==> src/rtl/vga_sync_decoder.sv <==
// ---------------------------------------------------------------------------
// vga_sync_decoder
//
// Receive side of a VGA-style timing interface. The hs/vs/blank signals from
// a timing generator are sampled on every clk where pix_ce=1. The block
// recovers the pixel coordinates, line and frame strobes, and the measured
// line and frame lengths. It also acts as a timing checker: it locks once a
// full frame matches the expected geometry and pulses timing_err whenever a
// locked stream drifts.
//
// Ports
//   clk          system clock; all state lives in this domain
//   reset        asynchronous, active-high reset
//   pix_ce       pixel sample enable; nothing advances while it is 0
//   hs, vs       horizontal / vertical sync, active low
//   blank        display enable, 1 = active pixel
//   de           registered copy of blank for the sampled pixel
//   draw_x       column of the sampled active pixel, 0 outside active video
//   draw_y       row of the current active line
//   line_start   one-clk pulse on a detected hs falling edge
//   frame_start  one-clk pulse on a detected vs falling edge
//   h_total_meas samples in the last completed line
//   v_total_meas lines in the last completed frame
//   locked       1 while the incoming timing matches all parameters
//   timing_err   one-clk pulse on any mismatch while locked
//
// Every registered output reflects the sample taken on a pix_ce clk and
// becomes visible on the following clk.
// ---------------------------------------------------------------------------
module vga_sync_decoder #(
  parameter int H_TOTAL  = 800,
  parameter int V_TOTAL  = 525,
  parameter int H_ACTIVE = 640,
  parameter int V_ACTIVE = 480
) (
  input  logic       clk,
  input  logic       reset,
  input  logic       pix_ce,
  input  logic       hs,
  input  logic       vs,
  input  logic       blank,
  output logic       de,
  output logic [9:0] draw_x,
  output logic [9:0] draw_y,
  output logic       line_start,
  output logic       frame_start,
  output logic [9:0] h_total_meas,
  output logic [9:0] v_total_meas,
  output logic       locked,
  output logic       timing_err
);

  localparam logic [9:0] CNT_MAX    = 10'd1023;
  localparam logic [9:0] H_TOTAL_C  = 10'(H_TOTAL);
  localparam logic [9:0] V_TOTAL_C  = 10'(V_TOTAL);
  localparam logic [9:0] H_ACTIVE_C = 10'(H_ACTIVE);
  localparam logic [9:0] V_ACTIVE_C = 10'(V_ACTIVE);

  typedef enum logic [1:0] {
    SEARCH = 2'd0,
    CHECK  = 2'd1,
    LOCKED = 2'd2
  } state_t;

  state_t     state;

  // Previous sync levels. They reset low so that a sync that is already low
  // when reset releases is never mistaken for a falling edge.
  logic       hs_q;
  logic       vs_q;

  logic [9:0] h_cnt;       // samples since the last hs falling edge
  logic [9:0] x_cnt;       // active samples since the last hs falling edge
  logic [9:0] v_cnt;       // hs falling edges since the last vs falling edge
  logic [9:0] h_act_last;  // active width of the last completed active line
  logic       line_act;    // current line has carried at least one active pixel

  function automatic logic [9:0] sat_inc(input logic [9:0] val);
    return (val == CNT_MAX) ? val : val + 10'd1;
  endfunction

  // -------------------------------------------------------------------------
  // Per-sample decode. The "eff" values are what the measurements will hold
  // once the current sample has been absorbed, so that an hs edge landing on
  // the same sample as a vs edge is credited to the frame that is ending.
  // -------------------------------------------------------------------------
  logic       hs_fall;
  logic       vs_fall;
  logic       act_line_end;
  logic [9:0] h_len;
  logic [9:0] v_len;
  logic [9:0] y_act_seen;
  logic [9:0] h_meas_eff;
  logic [9:0] h_act_eff;
  logic       line_bad;
  logic       frame_bad;
  logic       sync_lost;
  logic       frame_ok;

  always_comb begin
    hs_fall      = hs_q & ~hs;
    vs_fall      = vs_q & ~vs;
    act_line_end = hs_fall & line_act;

    // 10-bit length of the line that this hs edge closes; a saturated
    // counter wraps to 0 here, which can never match a real line length.
    h_len        = h_cnt + 10'd1;

    v_len        = hs_fall ? sat_inc(v_cnt) : v_cnt;
    y_act_seen   = act_line_end ? sat_inc(draw_y) : draw_y;
    h_meas_eff   = hs_fall ? h_len : h_total_meas;
    h_act_eff    = act_line_end ? x_cnt : h_act_last;

    line_bad     = hs_fall && ((h_len != H_TOTAL_C) ||
                               (line_act && (x_cnt != H_ACTIVE_C)));
    frame_bad    = vs_fall && ((v_len != V_TOTAL_C) ||
                               (y_act_seen != V_ACTIVE_C));

    // Fires once, on the increment that lands the line counter on its
    // ceiling; an hs edge on that sample restarts the count instead.
    sync_lost    = !hs_fall && (h_cnt == CNT_MAX - 10'd1);

    frame_ok     = (v_len      == V_TOTAL_C)  &&
                   (h_meas_eff == H_TOTAL_C)  &&
                   (y_act_seen == V_ACTIVE_C) &&
                   (h_act_eff  == H_ACTIVE_C);
  end

  // -------------------------------------------------------------------------
  // Sync edge history and the two strobes. The strobes are cleared on every
  // clk so they never stretch across gaps in pix_ce.
  // -------------------------------------------------------------------------
  always_ff @(posedge clk or posedge reset) begin
    if (reset) begin
      hs_q        <= 1'b0;
      vs_q        <= 1'b0;
      line_start  <= 1'b0;
      frame_start <= 1'b0;
    end else begin
      line_start  <= 1'b0;
      frame_start <= 1'b0;
      if (pix_ce) begin
        hs_q        <= hs;
        vs_q        <= vs;
        line_start  <= hs_fall;
        frame_start <= vs_fall;
      end
    end
  end

  // -------------------------------------------------------------------------
  // Horizontal measurement: line length and active width.
  // -------------------------------------------------------------------------
  always_ff @(posedge clk or posedge reset) begin
    if (reset) begin
      h_cnt        <= 10'd0;
      h_total_meas <= 10'd0;
      h_act_last   <= 10'd0;
    end else if (pix_ce) begin
      if (hs_fall) begin
        h_cnt        <= 10'd0;
        h_total_meas <= h_len;
      end else begin
        h_cnt <= sat_inc(h_cnt);
      end
      if (act_line_end) begin
        h_act_last <= x_cnt;
      end
    end
  end

  // -------------------------------------------------------------------------
  // Pixel position. An active sample that coincides with an hs edge is taken
  // as column 0 of the new line.
  // -------------------------------------------------------------------------
  always_ff @(posedge clk or posedge reset) begin
    if (reset) begin
      de       <= 1'b0;
      draw_x   <= 10'd0;
      x_cnt    <= 10'd0;
      line_act <= 1'b0;
    end else if (pix_ce) begin
      de <= blank;
      if (blank) begin
        draw_x   <= hs_fall ? 10'd0 : x_cnt;
        x_cnt    <= hs_fall ? 10'd1 : sat_inc(x_cnt);
        line_act <= 1'b1;
      end else begin
        draw_x <= 10'd0;
        if (hs_fall) begin
          x_cnt    <= 10'd0;
          line_act <= 1'b0;
        end
      end
    end
  end

  // -------------------------------------------------------------------------
  // Vertical measurement. draw_y doubles as the count of active lines seen
  // in the current frame; the vs edge restarts both counts after the ending
  // frame has been measured.
  // -------------------------------------------------------------------------
  always_ff @(posedge clk or posedge reset) begin
    if (reset) begin
      v_cnt        <= 10'd0;
      v_total_meas <= 10'd0;
      draw_y       <= 10'd0;
    end else if (pix_ce) begin
      if (vs_fall) begin
        v_total_meas <= v_len;
        v_cnt        <= 10'd0;
        draw_y       <= 10'd0;
      end else begin
        if (hs_fall) begin
          v_cnt <= sat_inc(v_cnt);
        end
        if (act_line_end) begin
          draw_y <= sat_inc(draw_y);
        end
      end
    end
  end

  // -------------------------------------------------------------------------
  // Lock tracking. The first vs edge only aligns to the stream; the frame
  // that follows must match every parameter before locked is raised. Once
  // locked, any deviation raises a single timing_err pulse and restarts the
  // search, while all measurements carry on regardless.
  // -------------------------------------------------------------------------
  always_ff @(posedge clk or posedge reset) begin
    if (reset) begin
      state      <= SEARCH;
      locked     <= 1'b0;
      timing_err <= 1'b0;
    end else begin
      timing_err <= 1'b0;
      if (pix_ce) begin
        case (state)
          SEARCH: begin
            locked <= 1'b0;
            if (vs_fall) begin
              state <= CHECK;
            end
          end
          CHECK: begin
            if (vs_fall && frame_ok) begin
              state  <= LOCKED;
              locked <= 1'b1;
            end
          end
          LOCKED: begin
            if (line_bad || frame_bad || sync_lost) begin
              timing_err <= 1'b1;
              locked     <= 1'b0;
              state      <= SEARCH;
            end
          end
          default: begin
            state  <= SEARCH;
            locked <= 1'b0;
          end
        endcase
      end
    end
  end

endmodule

==> config.mk <==
export PLATFORM = sky130hd
export DESIGN_NAME = vga_sync_decoder
export DESIGN_NICKNAME = d
export VERILOG_FILES = /design/src/rtl/vga_sync_decoder.sv
export SDC_FILE = /design/constraint.sdc
export NUM_CORES = 1
export LEC_CHECK = 0
export BUFFER_PORTS_ARGS = -buffer_cell sky130_fd_sc_hd__buf_2
export CORE_MARGIN = 2
export CORE_UTILIZATION = 50
export DETAILED_ROUTE_END_ITERATION = 10
export MAX_ROUTING_LAYER = met4
export PLACE_DENSITY = 0.7
export SETUP_SLACK_MARGIN = 0.5
export SYNTH_ARGS = -nofsm -noshare
export SYNTH_HDL_FRONTEND = slang
export SYNTH_SLANG_ARGS = --single-unit
==> constraint.sdc <==
create_clock -name clk -period 6.79 [get_ports clk]
set_clock_uncertainty 0.1 [all_clocks]
set_input_delay 1.358 -clock clk [delete_from_list [all_inputs] [get_ports clk]]
set_output_delay 1.358 -clock clk [all_outputs]
set_load 0.1 [all_outputs]
Word level (Yosys, flattened, before mapping) --
Cells that the tools add are included.
Word-level totals: bits in registers 90, bits of input ports 6, output and inout port bits 45, word-level logic and storage cells 96
Operators by class: add/subtract/negate cells 4, equal/unequal tests 20, muxes and demuxes 29, bitwise gates (word level) 5, reduce and logical (&&, ||, !) cells 21
Operator list (number):
- $mux 10 | 15
- $eq 10x10->1 const B | 8
- $add 10x1->10 const B | 4
- $ne 10x10->1 const B | 3
- $eq 10x9->1 const B | 1
- $ne 10x9->1 const B | 1
- $mux 1 | 9
- $logic_and 1x1->1 | 8
- $ne 2x2->1 const B | 4
- $reduce_and 2->1 | 4
- $mux 2 | 3
- $pmux 2 s3 | 1
- $logic_or 1x1->1 | 4
- $reduce_and 4->1 | 1
- $and 1x1->1 | 3
- $ne 3x3->1 const B | 1
- $reduce_and 3->1 | 1
- $eq 2x1->1 const B | 1
- $eq 2x2->1 const B | 1
- $logic_not 2->1 | 1
- $not 1->1 | 2
- $pmux 1 s2 | 1
- $reduce_bool 2->1 | 1
- $logic_not 1->1 | 1

Depth between registers and ports, before layout --
Gate-level depths: netlist of the first run.
depth after elaboration 12, gate-level depth with buffers 9

Worst setup path after synthesis of the first run --
OpenSTA, ideal clock, no wires.
kind input -> register, from input port hs, to register timing_err, data arrival time 3.109 ns, setup slack 3.455 ns, stages 7, path through nand4b_4 nor4_1 xnor2_1 o211ai_1 nor4_4 nor2_2 o311a_1
Between the ends: longest elaborated chain between the ends 12, elaborated cells between the ends (all ways) 17, classes of those cells 2 x eq/ne; 5 x mux; 3 x bitwise; 7 x reduce/logical
RTL lines:
- start: declaration | RTL line 39 | input logic hs,
- $not 1->1 * | RTL line 101 | hs_fall = hs_q & ~hs;
- $and 1x1->1 * | RTL line 101
- $and 1x1->1 | RTL line 103 | act_line_end = hs_fall & line_act;
- $mux 10
- $ne 10x9->1 | RTL line 117 | (y_act_seen != V_ACTIVE_C));
- $logic_or 1x1->1 | RTL line 116 | frame_bad = vs_fall && ((v_len != V_TOTAL_C) ||
- $logic_and 1x1->1 | RTL line 116
- $logic_or 1x1->1 | RTL line 252 | if (line_bad || frame_bad || sync_lost) begin
- $logic_or 1x1->1 * | RTL line 252
- $mux 1 * | RTL line 252
- $mux 1 * | RTL line 238 | case (state)
- $mux 1 * | RTL line 237 | if (pix_ce) begin
- end signal: assignment | RTL line 234 | timing_err <= 1'b0;
- end signal: assignment | RTL line 236 | timing_err <= 1'b0;
- end signal: assignment | RTL line 253 | timing_err <= 1'b1;
- end: declaration | RTL line 50 | output logic timing_err
Every way passes the cells marked *; elsewhere a longest branch is shown, timed or not. A chain may end at the register's enable or synchronous reset.

Worst setup path in the final report of the first run --
Ends and elaborated chain as after synthesis.

==> out/metrics.csv, run 1 <==
stage;metric;value;unit
run_status;status;finished clean;
critical_path;crit_chain;buf_2 -> nand2b_1 -> a41oi_1 -> o2bb2ai_1 -> o2111ai_1 -> nor4_4 -> nor2_2 -> o311a_1;
finish;antenna_cells;0;
sta;timing.final.ws_setup;3.42;ns
logic_synthesis;synth_adder_area_share;1.56;%
routing;wl_per_cell;17.2;µm
sta;slew_headroom;27.2;%
sta;fin_setup_tns;0;ns
critical_path;path_buf_inv;1;
die;rows;35;
grt;grt_max_degree;51;
grt;overflow;0;
die;die_height;102;µm
critical_path;required;6.95;ns
power;vdd_drop_max;0.236;mV
routing;antenna_left;0;
logic_synthesis;syn_avg_cell_area;9.27;µm²
logic_synthesis;synthXorXnorAreaFrac;4.00;%
critical_path;critPathSlowestCell;nand2b_1;
critical_path;critical_path.startpoint;hs;
sta;final-setup-viol-count;0;
grt;antenna_found_initial;0;
logic_synthesis;synth_top_family_by_area;simple AND/OR/NAND/NOR gates;
sta;fin_crit_sh;49.6;%
die;design.portCount;51;
cts;cts-resized-gates;0;
placement;place_ws;3.02;ns
die;core;9280;µm²
die;die_area;10400;µm²
sta;final_hold_viol_count;0;
routing;vias;4070;
cts;numCtsBuffers;9;
sta;period_minus_slack;3.37;ns
grt;track_usage;24.6;%
sta;rsz0062_at_grt;no;
routing;route.detailed.drc;0;
logic_synthesis;synthArstFlopShare;100;%
power;power.total;1.55;mW
routing;wl;11700;µm
logic_synthesis;yosysWarnings;0;
logic_synthesis;ys_seq_elements;90;
cts;cts_max_path_buffers;2;
power;p_leak;2.37;nW
sta;worst_pin_slew;1.09;ns
cts;cts_root_buf;clkbuf_8;
critical_path;critPathMaxStageDelay;0.52;ns
logic_synthesis;syn_nets;532;
cts;cts_tree;built;
run;maxCapViolCount;0;
die;start_util;51.9;%
logic_synthesis;yosysSeqAreaShare;46.7;%
critical_path;critical_path_class;in -> reg;
min_path;worstHoldStart;v_total_meas[3]$_DFFE_PP0P_;
finish;layout-drive-gt1-share;15.9;%
sta;maxSlewViolCount;0;
finish;nets;559;
logic_synthesis;yosys.area_share.simple;21.5;%
critical_path;cp.arrival;3.53;ns
critical_path;reg2reg_from;v_cnt[0]$_DFFE_PP0P_;
die;die_w;102;µm
power;power.density;292;nW/µm²
logic_synthesis;synthMuxAreaShare;3.40;%
placement;gp_congestion;0.959;
logic_synthesis;ys.flop_type;dfrtp_1;
logic_synthesis;synth.distinct_cells;64;
finish;area_growth;10.5;%
routing;drtPass1Iterations;5;
logic_synthesis;synth_compound_area_share;18.3;%
cts;cts_setup_buffers;0;
cts;clkTransAtPathRegs;0.09;ns
critical_path;startpoint_type;input pin;
critical_path;worstSetupEndpointType;register;
sta;hold_slack;0.388;ns
placement;port_buffers;50;
routing;first_iter_violations;224;
logic_synthesis;synthCells;520;
cts;hold_buffers;0;
grt;grt_pass1_wl;19500;µm
routing;via_per_inst;5.98;
grt;grt_pass1_vias;3894;
min_path;hp-class;reg -> reg;
cts;worstSkewPairLatency;0.37;ns
placement;hpwlAfterDp;8300;µm
cts;clock_sinks;90;
critical_path;crit_fanout;16;
logic_synthesis;synth_edf_count;0;
critical_path;crit_family;compound AO/OA/AOI/OAI gates;
cts;h-tree-depth;3;
logic_synthesis;syn_area;4820;µm²
sta;clock.fmax;297;MHz
-- cell usage in the layout (no fill, tap or decap), types with 5 or more instances in the layout --
cell type	instances
nand3_1	18
o31ai_1	9
nor4_1	7
nor2b_1	5
a21oi_1	19
xnor2_1	12
a22o_1	14
nand4_1	12
inv_1	15
o21ai_0	51
nand2b_1	6
nor3_1	7
xor2_1	10
a31oi_1	6
mux2_2	11
clkbuf_8	9
buf_2	50
nor2_1	35
dfrtp_1	90
and4_1	5
nand2_1	69
ha_1	6
and3_1	9
-- sequential cells by signal, summed over array words and instances, names as in the netlist, 10 cells and up --
name,flops
h_act_last,10
draw_y,10
v_cnt,10
draw_x,10
h_total_meas,10
h_cnt,10
v_total_meas,10
x_cnt,10
-- routing by layer --
metal  track usage, %  vias up  routed length [µm]
met3             3.15       31                 482
met5                -        -                   0
met1             33.2     2003                5390
met2             37.8      113                5570
li1                 -     1923                   -
met4             9.95        0                 288
-- power breakdown --
| group | switching (mW) | internal, mW | leakage (nW) | total, mW |
|---|---|---|---|---|
| combinational | 0.352 | 0.100 | 1.05 | 0.452 |
| sequential | 0.0804 | 0.598 | 1.21 | 0.679 |
| clock | 0.210 | 0.212 | 0.109 | 0.422 |
| total | 0.642 | 0.911 | 2.37 | 1.55 |
-- kinds of logic (layout without fill, tap and decap cells) --
logic type / after synthesis / in the layout
buf+inv: 54 / 86
compound gates: 136 / 136
xor+xnor: 22 / 22
fa+ha+maj: 6 / 6
simple gates: 197 / 197
mux: 15 / 15
flops: 90 / 90
-- path summary, 6_finish.rpt --
check,endpoint,slack (ns),cells past startpoint
min in group asynchronous,v_total_meas[9]$_DFFE_PP0P_,0.97,2
max reg2reg,timing_err$_DFF_PP0_,3.92,8
max in group asynchronous,line_act$_DFFE_PP0P_,4.55,3
min,v_total_meas[3]$_DFFE_PP0P_,0.39,2
max,timing_err$_DFF_PP0_,3.42,8
min reg2reg,v_total_meas[3]$_DFFE_PP0P_,0.39,2
-- cells in the mapped netlist, drive strengths merged (3+ instances only) --
cell | n | area share [%]
nor2 | 36 | 2.9
dfrtp | 90 | 47
buf | 6 | 0.65
or3 | 4 | 0.52
nor4 | 9 | 1.6
o22a | 3 | 0.55
and4 | 5 | 0.91
nor2b | 5 | 0.65
mux2 | 11 | 2.6
o2111ai | 3 | 0.55
and3 | 9 | 1.2
nand2 | 69 | 5.4
a22o | 14 | 2.5
xor2 | 10 | 1.8
o22ai | 4 | 0.52
a21oi | 19 | 2.0
xnor2 | 12 | 2.2
o21ai | 53 | 5.5
o2bb2ai | 4 | 0.73
a41oi | 3 | 0.55
mux2i | 4 | 0.83
nor3 | 7 | 0.73
nand3 | 18 | 1.9
inv | 16 | 1.2
clkbuf | 30 | 2.4
nand2b | 6 | 0.78
a21o | 3 | 0.47
nand4 | 13 | 1.8
nor4b | 3 | 0.55
o31ai | 10 | 1.7
a31oi | 6 | 0.78
ha | 6 | 1.6
-- cell type report --
cell class,instances,area (µm²)
Multi-Input combinational cell,376,2350
Sequential cell,90,2250
Clock buffer,10,128
Timing Repair Buffer,52,265
Inverter,18,68.8
Tap cell,129,161
Clock inverter,6,96.3
Fill cell,884,3960
-- tightest hold or removal path, stage by stage (launching register included) --
cell     delay, ns
dfrtp_1       0.35
nand2_1       0.04
o21ai_0       0.06
-- through the flow --
step / instance area [µm²] / instances / util [%]
final: 5330 / 681 / 57.4
after global routing: 5330 / 681 / 57.4
after CTS: 5330 / 681 / 57.4
after detailed placement: 5100 / 665 / 54.9
after global placement: 5100 / 665 / 54.9
after floorplan: 4820 / 520 / -
Note: power is estimated with default switching activity, not from simulation.
==> run 2: changes to the inputs <==
--- a/config.mk
+++ b/config.mk
@@ -5,6 +5,7 @@
 export SDC_FILE = /design/constraint.sdc
 export NUM_CORES = 1
 export LEC_CHECK = 0
+export ABC_AREA = 1
 export BUFFER_PORTS_ARGS = -buffer_cell sky130_fd_sc_hd__buf_2
 export CORE_MARGIN = 2
 export CORE_UTILIZATION = 50
==> constraint.sdc (replaced) <==
create_clock -name clk -period 3.2 [get_ports clk]
set_clock_uncertainty 0.1 [all_clocks]
set_input_delay 0.64 -clock clk [delete_from_list [all_inputs] [get_ports clk]]
set_output_delay 0.64 -clock clk [all_outputs]
set_load 0.1 [all_outputs]
==> run 2 against run 1 <==
Total power rose by 140%; sequential power rose by 120%; sequential share of layout area shrank 0.92 points; sequential cell count is the same; register-to-register slack got worse by 3.2 ns; critical path depth is 5 higher; count of clock-buffer cells in the layout down 1; combinational power grew to 2.7 times the previous value; core utilization is 1.6 points higher; final cell count grew 18%; setup slack worse by 2.7 ns; highest routed layer unchanged.
==> out/metrics.csv, run 2 <==
stage;metric;value;unit;change
routing;wl_per_cell;15.0;µm;was 17.2 µm
power;switching_share;43.2;%;was 41.3%
routing;vias;4344;;was 4070
run_status;status;finished clean;;unchanged
cts;hold_buffers;0;;unchanged
logic_synthesis;syn_nets;631;;was 532
finish;antenna_cells;0;;unchanged
power;seqPwrFrac;39.7;%;was 43.7%
finish;area_growth;13.9;%;was 10.5%
logic_synthesis;synthCells;619;;was 520
power;power.density;674;nW/µm²;was 292 nW/µm²
critical_path;worst_path_most_repeated_cell;nand2_1;;
sta;period_minus_slack;2.44;ns;
cts;cts_tree;built;;unchanged
logic_synthesis;synth_top_area_share;47.1;%;was 46.7%
critical_path;startpoint_type;register;;was input pin
grt;grt_max_degree;35;;was 51
finish;nets;684;;was 559
finish;final_common_cell;nand2_1;;was dfrtp_1
routing;wl;12100;µm;was 11700 µm
sta;fin_setup_tns;0;ns;unchanged
critical_path;critPathMaxStageDelay;0.49;ns;was 0.52 ns
finish;stdcell_area;5450;µm²;was 5330 µm²
routing;drtPass1Iterations;5;;unchanged
cts;cts_setup_buffers;0;;unchanged
grt;grt_pass1_vias;4181;;was 3894
critical_path;crit_fanout;10;;was 16
power;p_leak;2.59;nW;was 2.37 nW
critical_path;rr_worst_depth;13;;was 8
sta;fin_crit_sh;76.3;%;
cts;cts_root_buf;clkbuf_8;;unchanged
logic_synthesis;synthArstFlopShare;100;%;unchanged
die;die_height;102;µm;about the same
placement;gp_congestion;1.00;;was 0.959
routing;antenna_left;0;;unchanged
routing;route.detailed.drc;0;;unchanged
logic_synthesis;synth_top_area_cell;dfrtp_1;;unchanged
cts;numCtsBuffers;9;;unchanged
sta;slew_headroom;56.7;%;was 27.2%
logic_synthesis;yosys-top-cells-count;176 x nand2_1, 90 x dfrtp_1, 66 x o21ai_0;;was 90 x dfrtp_1, 69 x nand2_1, 51 x o21ai_0
die;core;9240;µm²;was 9280 µm²
logic_synthesis;yosysWarnings;0;;unchanged
routing;first_iter_violations;264;;was 224
logic_synthesis;synth.distinct_cells;39;;was 64
cts;cts_max_path_buffers;2;;unchanged
critical_path;critPathSlowestCell;dfrtp_1;;was nand2b_1
logic_synthesis;yosysSeqAreaShare;47.1;%;was 46.7%
critical_path;crit_chain;ha_1 -> nand3_1 -> nor2_1 -> xor2_1 -> nand2_1 -> nor2_1 -> nand2_1 -> a21oi_1 -> nand3_1 -> nand2_2 -> nand3_2 -> nand2_1 -> nand2_1;;was buf_2 -> nand2b_1 -> a41oi_1 -> o2bb2ai_1 -> o2111ai_1 -> nor4_4 -> nor2_2 -> o311a_1
die;die_area;10400;µm²;about the same
power;switching_power;1.59;mW;was 0.642 mW
logic_synthesis;ys_seq_elements;90;;unchanged
run;maxCapViolCount;0;;unchanged
grt;overflow;0;;unchanged
cts;worstSkewPairLatency;0.37;ns;about the same
logic_synthesis;yosysMostFrequentCell;nand2_1;;was dfrtp_1
sta;final-setup-viol-count;0;;unchanged
grt;antenna_found_initial;0;;unchanged
logic_synthesis;synth_edf_count;0;;unchanged
power;comb_power_share;33.8;%;was 29.1%
critical_path;required;3.37;ns;was 6.95 ns
critical_path;critical_path_class;reg -> reg;;was in -> reg
sta;clock.fmax;409;MHz;
sta;final_hold_viol_count;0;;unchanged
cts;clock_sinks;90;;unchanged
die;rows;35;;unchanged
cts;cts-resized-gates;0;;unchanged
placement;port_buffers;50;;unchanged
grt;track_usage;25.7;%;was 24.6%
sta;worst_pin_slew;0.649;ns;was 1.09 ns
grt;grt_pass1_wl;20100;µm;was 19500 µm
power;pwr-share-clk;26.5;%;was 27.2%
critical_path;worstSetupEndpointType;register;;unchanged
die;design.portCount;51;;unchanged
die;start_util;51.8;%;was 51.9%
min_path;hp-class;in -> async;;was reg -> reg
sta;rsz0062_at_grt;no;;unchanged
logic_synthesis;ys.flop_type;dfrtp_1;;unchanged
die;die_w;102;µm;about the same
routing;via_per_inst;5.39;;was 5.98
logic_synthesis;syn_avg_cell_area;7.73;µm²;was 9.27 µm²
finish;final_cell_mix;176 x nand2_1, 88 x dfrtp_1, 66 x o21ai_0, 61 x inv_1;;was 90 x dfrtp_1, 69 x nand2_1, 51 x o21ai_0, 50 x buf_2, 35 x nor2_1
finish;layout-drive-gt1-share;16.2;%;was 15.9%
critical_path;cp.arrival;2.61;ns;was 3.53 ns
logic_synthesis;syn_area;4780;µm²;was 4820 µm²
power;vdd_drop_max;0.549;mV;was 0.236 mV
cts;h-tree-depth;3;;unchanged
placement;postPlaceCellArea;5200;µm²;was 5100 µm²
power;p_int;2.09;mW;was 0.911 mW
logic_synthesis;synth_area_leaders;dfrtp_1 47%, nand2_1 14%, o21ai_0 6.9%;;was dfrtp_1 47%, nand2_1 5.4%, o21ai_0 5.3%
placement;hpwlAfterDp;8880;µm;was 8300 µm
cts;clkTransAtPathRegs;0.10;ns;was 0.09 ns
sta;maxSlewViolCount;0;;unchanged
==> run 2: cell types whose count changed after synthesis, sizes merged, moves of 10 or more <==
cell,before,now
nand2,69,186
inv,16,65
nand3,18,53
nor2,36,59
clkbuf,30,11
o21ai,53,72
a22o,14,0
o22ai,4,18
a21oi,19,8
mux2,11,0
xnor2,12,2
==> run 2: final timing paths <==
| kind | from | end | slack [ns] |
|---|---|---|---|
| worst max-delay path | h_cnt[0]$_DFFE_PP0P_ | state[0]$_DFFE_PP0P_ | 0.76 |
| worst min-delay path | reset | draw_y[1]$_DFFE_PP0P_ | 0.23 |
| worst max register to register | h_cnt[0]$_DFFE_PP0P_ | state[0]$_DFFE_PP0P_ | 0.76 |
| worst min register to register | v_total_meas[5]$_DFFE_PP0P_ | v_total_meas[5]$_DFFE_PP0P_ | 0.39 |
| max in group asynchronous | reset | v_total_meas[9]$_DFFE_PP0P_ | 2.13 |
| min in group clk | v_total_meas[5]$_DFFE_PP0P_ | v_total_meas[5]$_DFFE_PP0P_ | 0.39 |
==> run 2: cell type report <==
type | instances | area [µm²]
repair buffers | 61 | 345
inverters | 68 | 263
multi-input cells | 442 | 2180
fillers | 846 | 3790
well taps | 129 | 161
clock inverters | 7 | 124
clock buffers | 9 | 124
flip-flops and latches | 90 | 2250
==> run 2: kinds of logic after synthesis <==
group                    count (synthesis)  synth area share (%)
flip-flops                              90                  47.1
buffers and inverters                   87                  7.38
XOR/XNOR                                 6                  1.26
AO/OA/AOI/OAI                          102                  11.4
adder cells (fa/ha/maj)                  6                  1.57
AND/OR/NAND/NOR                        328                  31.3
==> run 2: routing by layer <==
metal / GRT usage, % / part of all wire, %
met2: 40.8 / 48
met4: 8.52 / 2.1
met5: - / 0
met1: 33.8 / 46
met3: 3.86 / 4.2
==> run 2: critical path: cells and delay by family (launching register included) <==
family / cells / cell delay [ns]
simple gates: 10 / 1.03
flops: 1 / 0.49
xor+xnor: 1 / 0.28
fa+ha+maj: 1 / 0.26
compound gates: 1 / 0.20
==> run 2: stage by stage <==
step / utilization (%) / worst slack [ns] / instances / hold WS, ns / power (mW)
2_1_floorplan: - / 0.629 / 619 / 0.344 / 2.47
3_3_place_gp: 56.3 / 0.533 / 790 / 0.362 / 2.69
3_5_place_dp: 56.3 / 0.469 / 790 / 0.368 / 2.72
4_1_cts: 59.0 / 0.782 / 806 / 0.246 / 3.69
5_1_grt: 59.0 / 0.527 / 806 / 0.276 / 3.85
6_report: 59.0 / 0.758 / 806 / 0.230 / 3.68
==> run 2: power by group through the flow <==
stage | clock, mW | combinational (mW) | sequential (mW)
after global placement | 0 | 1.22 | 1.47
final | 0.974 | 1.24 | 1.46
after global routing | 1.03 | 1.33 | 1.48
after CTS | 0.988 | 1.24 | 1.46
after detailed placement | 0 | 1.24 | 1.48
after floorplan | 0 | 0.460 | 2.01
==> run 3: changes to the inputs <==
--- a/config.mk
+++ b/config.mk
@@ -5,13 +5,13 @@
 export SDC_FILE = /design/constraint.sdc
 export NUM_CORES = 1
 export LEC_CHECK = 0
-export ABC_AREA = 1
+export ABC_AREA = 0
 export BUFFER_PORTS_ARGS = -buffer_cell sky130_fd_sc_hd__buf_2
 export CORE_MARGIN = 2
 export CORE_UTILIZATION = 50
 export DETAILED_ROUTE_END_ITERATION = 10
 export MAX_ROUTING_LAYER = met4
-export PLACE_DENSITY = 0.7
+export PLACE_DENSITY = 0.72
 export SETUP_SLACK_MARGIN = 0.5
 export SYNTH_ARGS = -nofsm -noshare
 export SYNTH_HDL_FRONTEND = slang
==> constraint.sdc (replaced) <==
create_clock -name clk -period 2 [get_ports clk]
set_clock_uncertainty 0.1 [all_clocks]
set_input_delay 0.4 -clock clk [delete_from_list [all_inputs] [get_ports clk]]
set_output_delay 0.4 -clock clk [all_outputs]
set_load 0.1 [all_outputs]
==> run 3 against run 2 <==
The flow now finishes with violations (hold timing, setup timing); core utilization up 34 points; routed wire length is 110% higher; first-iteration DRC count grew to 2.5 times the previous value; setup slack lost 1.5 ns; register-to-register slack got worse by 1.5 ns; count of clock-buffer cells in the layout unchanged; combinational power rose by 150%; die area is 0.78% higher; critical path type unchanged.
==> out/metrics.csv, run 3 (synthesis results as in run 1) <==
stage;metric;value;unit;change
run_status;status;finished with violations;;was finished clean
run_status;violations;hold timing, setup timing;;
sta;fin_crit_sh;135;%;was 76.3%
sta;slew_headroom;57.3;%;was 56.7%
cts;h-tree-depth;3;;unchanged
cts;worstSkewPairLatency;0.40;ns;was 0.37 ns
grt;antenna_found_initial;0;;unchanged
critical_path;cp.arrival;2.92;ns;was 2.61 ns
routing;via_per_inst;6.97;;was 5.39
placement;hpwlAfterDp;10300;µm;was 8880 µm
routing;vias;6032;;was 4344
critical_path;worstSetupEndpointType;register;;unchanged
die;rows;35;;unchanged
cts;cts_root_buf;clkbuf_8;;unchanged
cts;numCtsBuffers;9;;unchanged
sta;final-setup-viol-count;34;;was 0
grt;grt_max_degree;27;;was 35
routing;route.detailed.drc;0;;unchanged
die;design.portCount;51;;unchanged
run;maxCapViolCount;0;;unchanged
finish;fin_cells;866;;was 806
finish;final_cell_mix;119 x buf_4, 65 x dfrtp_1, 60 x buf_6, 45 x buf_12, 42 x nand2_1;;was 176 x nand2_1, 88 x dfrtp_1, 66 x o21ai_0, 61 x inv_1
min_path;hp-class;in -> async;;unchanged
power;power.total;6.91;mW;was 3.68 mW
finish;area_growth;78.7;%;was 13.9%
sta;timing.final.ws_setup;-0.703;ns;was 0.758 ns
critical_path;crit_fanout;7;;was 10
critical_path;critical_path_class;reg -> reg;;unchanged
cts;cts_tree;built;;unchanged
die;die_w;102;µm;about the same
die;die_area;10400;µm²;about the same
die;die_height;102;µm;about the same
sta;hold_slack;-0.0127;ns;was 0.230 ns
sta;worst_pin_slew;0.639;ns;was 0.649 ns
routing;drtPass1Iterations;8;;was 5
routing;antenna_left;0;;unchanged
sta;rsz0062_at_grt;yes;;was no
placement;port_buffers;50;;unchanged
grt;overflow;0;;unchanged
cts;clkTransAtPathRegs;0.12;ns;was 0.10 ns
sta;period_minus_slack;2.70;ns;was 2.44 ns
die;core;9280;µm²;was 9240 µm²
critical_path;required;2.22;ns;was 3.37 ns
power;p_leak;3.76;nW;was 2.59 nW
finish;nets;744;;was 684
die;start_util;51.9;%;was 51.8%
critical_path;startpoint_type;register;;unchanged
placement;dp_cells;777;;was 790
finish;layout-drive-gt1-share;58.3;%;was 16.2%
power;power.density;802;nW/µm²;was 674 nW/µm²
cts;cts_max_path_buffers;2;;unchanged
grt;track_usage;37.1;%;was 25.7%
finish;antenna_cells;0;;unchanged
routing;first_iter_violations;667;;was 264
sta;final_hold_viol_count;12;;was 0
sta;clock.fmax;370;MHz;was 409 MHz
finish;final_common_cell;buf_4;;was nand2_1
routing;wl_per_cell;29.1;µm;was 15.0 µm
grt;grt_pass1_wl;28400;µm;was 20100 µm
placement;gp_congestion;0.989;;was 1.00
power;vdd_drop_max;0.863;mV;was 0.549 mV
grt;grt_pass1_vias;5224;;was 4181
routing;wl;25200;µm;was 12100 µm
cts;clock_sinks;90;;unchanged
sta;maxSlewViolCount;0;;unchanged
-- run 3: cell types whose count changed in the layout (fill, tap and decap cells not counted), sizes merged, moves of 11 or more --
| cell | before | now |
|---|---|---|
| o22ai | 18 | 4 |
| a21oi | 8 | 19 |
| buf | 61 | 235 |
| nor2 | 59 | 36 |
| nand3 | 53 | 18 |
| a22o | 0 | 14 |
| nand2 | 186 | 70 |
| inv | 67 | 18 |
| mux2 | 0 | 11 |
| o21ai | 72 | 53 |
-- run 3: worst paths after layout --
| check | from | to | slack, ns | cells after the start |
|---|---|---|---|---|
| worst max-delay path | h_cnt[1]$_DFFE_PP0P_ | locked$_DFFE_PP0P_ | -0.70 | 9 |
| worst min-delay path | reset | h_total_meas[7]$_DFFE_PP0P_ | -0.01 | 2 |
| worst max register to register | h_cnt[1]$_DFFE_PP0P_ | locked$_DFFE_PP0P_ | -0.70 | 9 |
| worst min register to register | h_act_last[5]$_DFFE_PP0P_ | h_act_last[5]$_DFFE_PP0P_ | 0.43 | 1 |
| max in group asynchronous | reset | x_cnt[1]$_DFFE_PP0P_ | 1.24 | 3 |
| min in group clk | vs | vs_q$_DFFE_PP0P_ | 0.18 | 2 |
-- run 3: repair_timing --
action                     CTS  global route
setup endpoints to repair  127           128
gates cloned                 4             0
gates resized for setup    302           110
setup buffers               32            37
pin swaps                   40            48
hold buffers                 0             0
-- run 3: area by class of cell --
cell class | count | area (µm²)
Clock buffer | 9 | 124
Clock inverter | 7 | 82.6
Fill cell | 277 | 669
Inverter | 18 | 76.3
Multi-Input combinational cell | 377 | 3290
Sequential cell | 90 | 2280
Tap cell | 129 | 161
Timing Repair Buffer | 235 | 2580
Timing Repair inverter | 1 | 16.3
-- run 3: report_power, final --
group / switching, mW / internal [mW] / leakage (nW)
clock network: 0.844 / 0.599 / 0.0984
registers: 0.370 / 2.05 / 1.18
logic: 1.81 / 1.24 / 2.48
-- run 3: layer usage --
metal | part of all wire (%) | vias up | GRT usage [%]
met5 | 0 | - | -
met1 | 33 | 2861 | 44.4
met3 | 11 | 260 | 5.34
met4 | 10 | 0 | 18.7
li1 | - | 2311 | -
met2 | 46 | 600 | 61.2
-- run 3: worst max-delay path: stages (launching register included) --
cell,delay (ns)
dfrtp_1,0.42
ha_2,0.24
a21oi_1,0.15
nor2_1,0.06
o32ai_1,0.48
a31oi_1,0.31
nor4_2,0.38
buf_4,0.20
a21oi_1,0.13
o2bb2ai_2,0.16
-- run 3: through the flow --
step	hold WS (ns)	setup TNS [ns]	setup WS (ns)	util [%]	cell area, µm²
after global routing	0.0280	-6.81	-0.665	92.8	8610
final	-0.0127	-5.19	-0.703	92.8	8610
after CTS	0.0127	-1.29	-0.357	84.8	7870
after global placement	0.358	-1.40	-0.374	67.3	6250
after detailed placement	0.365	-1.97	-0.420	67.3	6250
after floorplan	0.342	-2.13	-0.636	-	5180
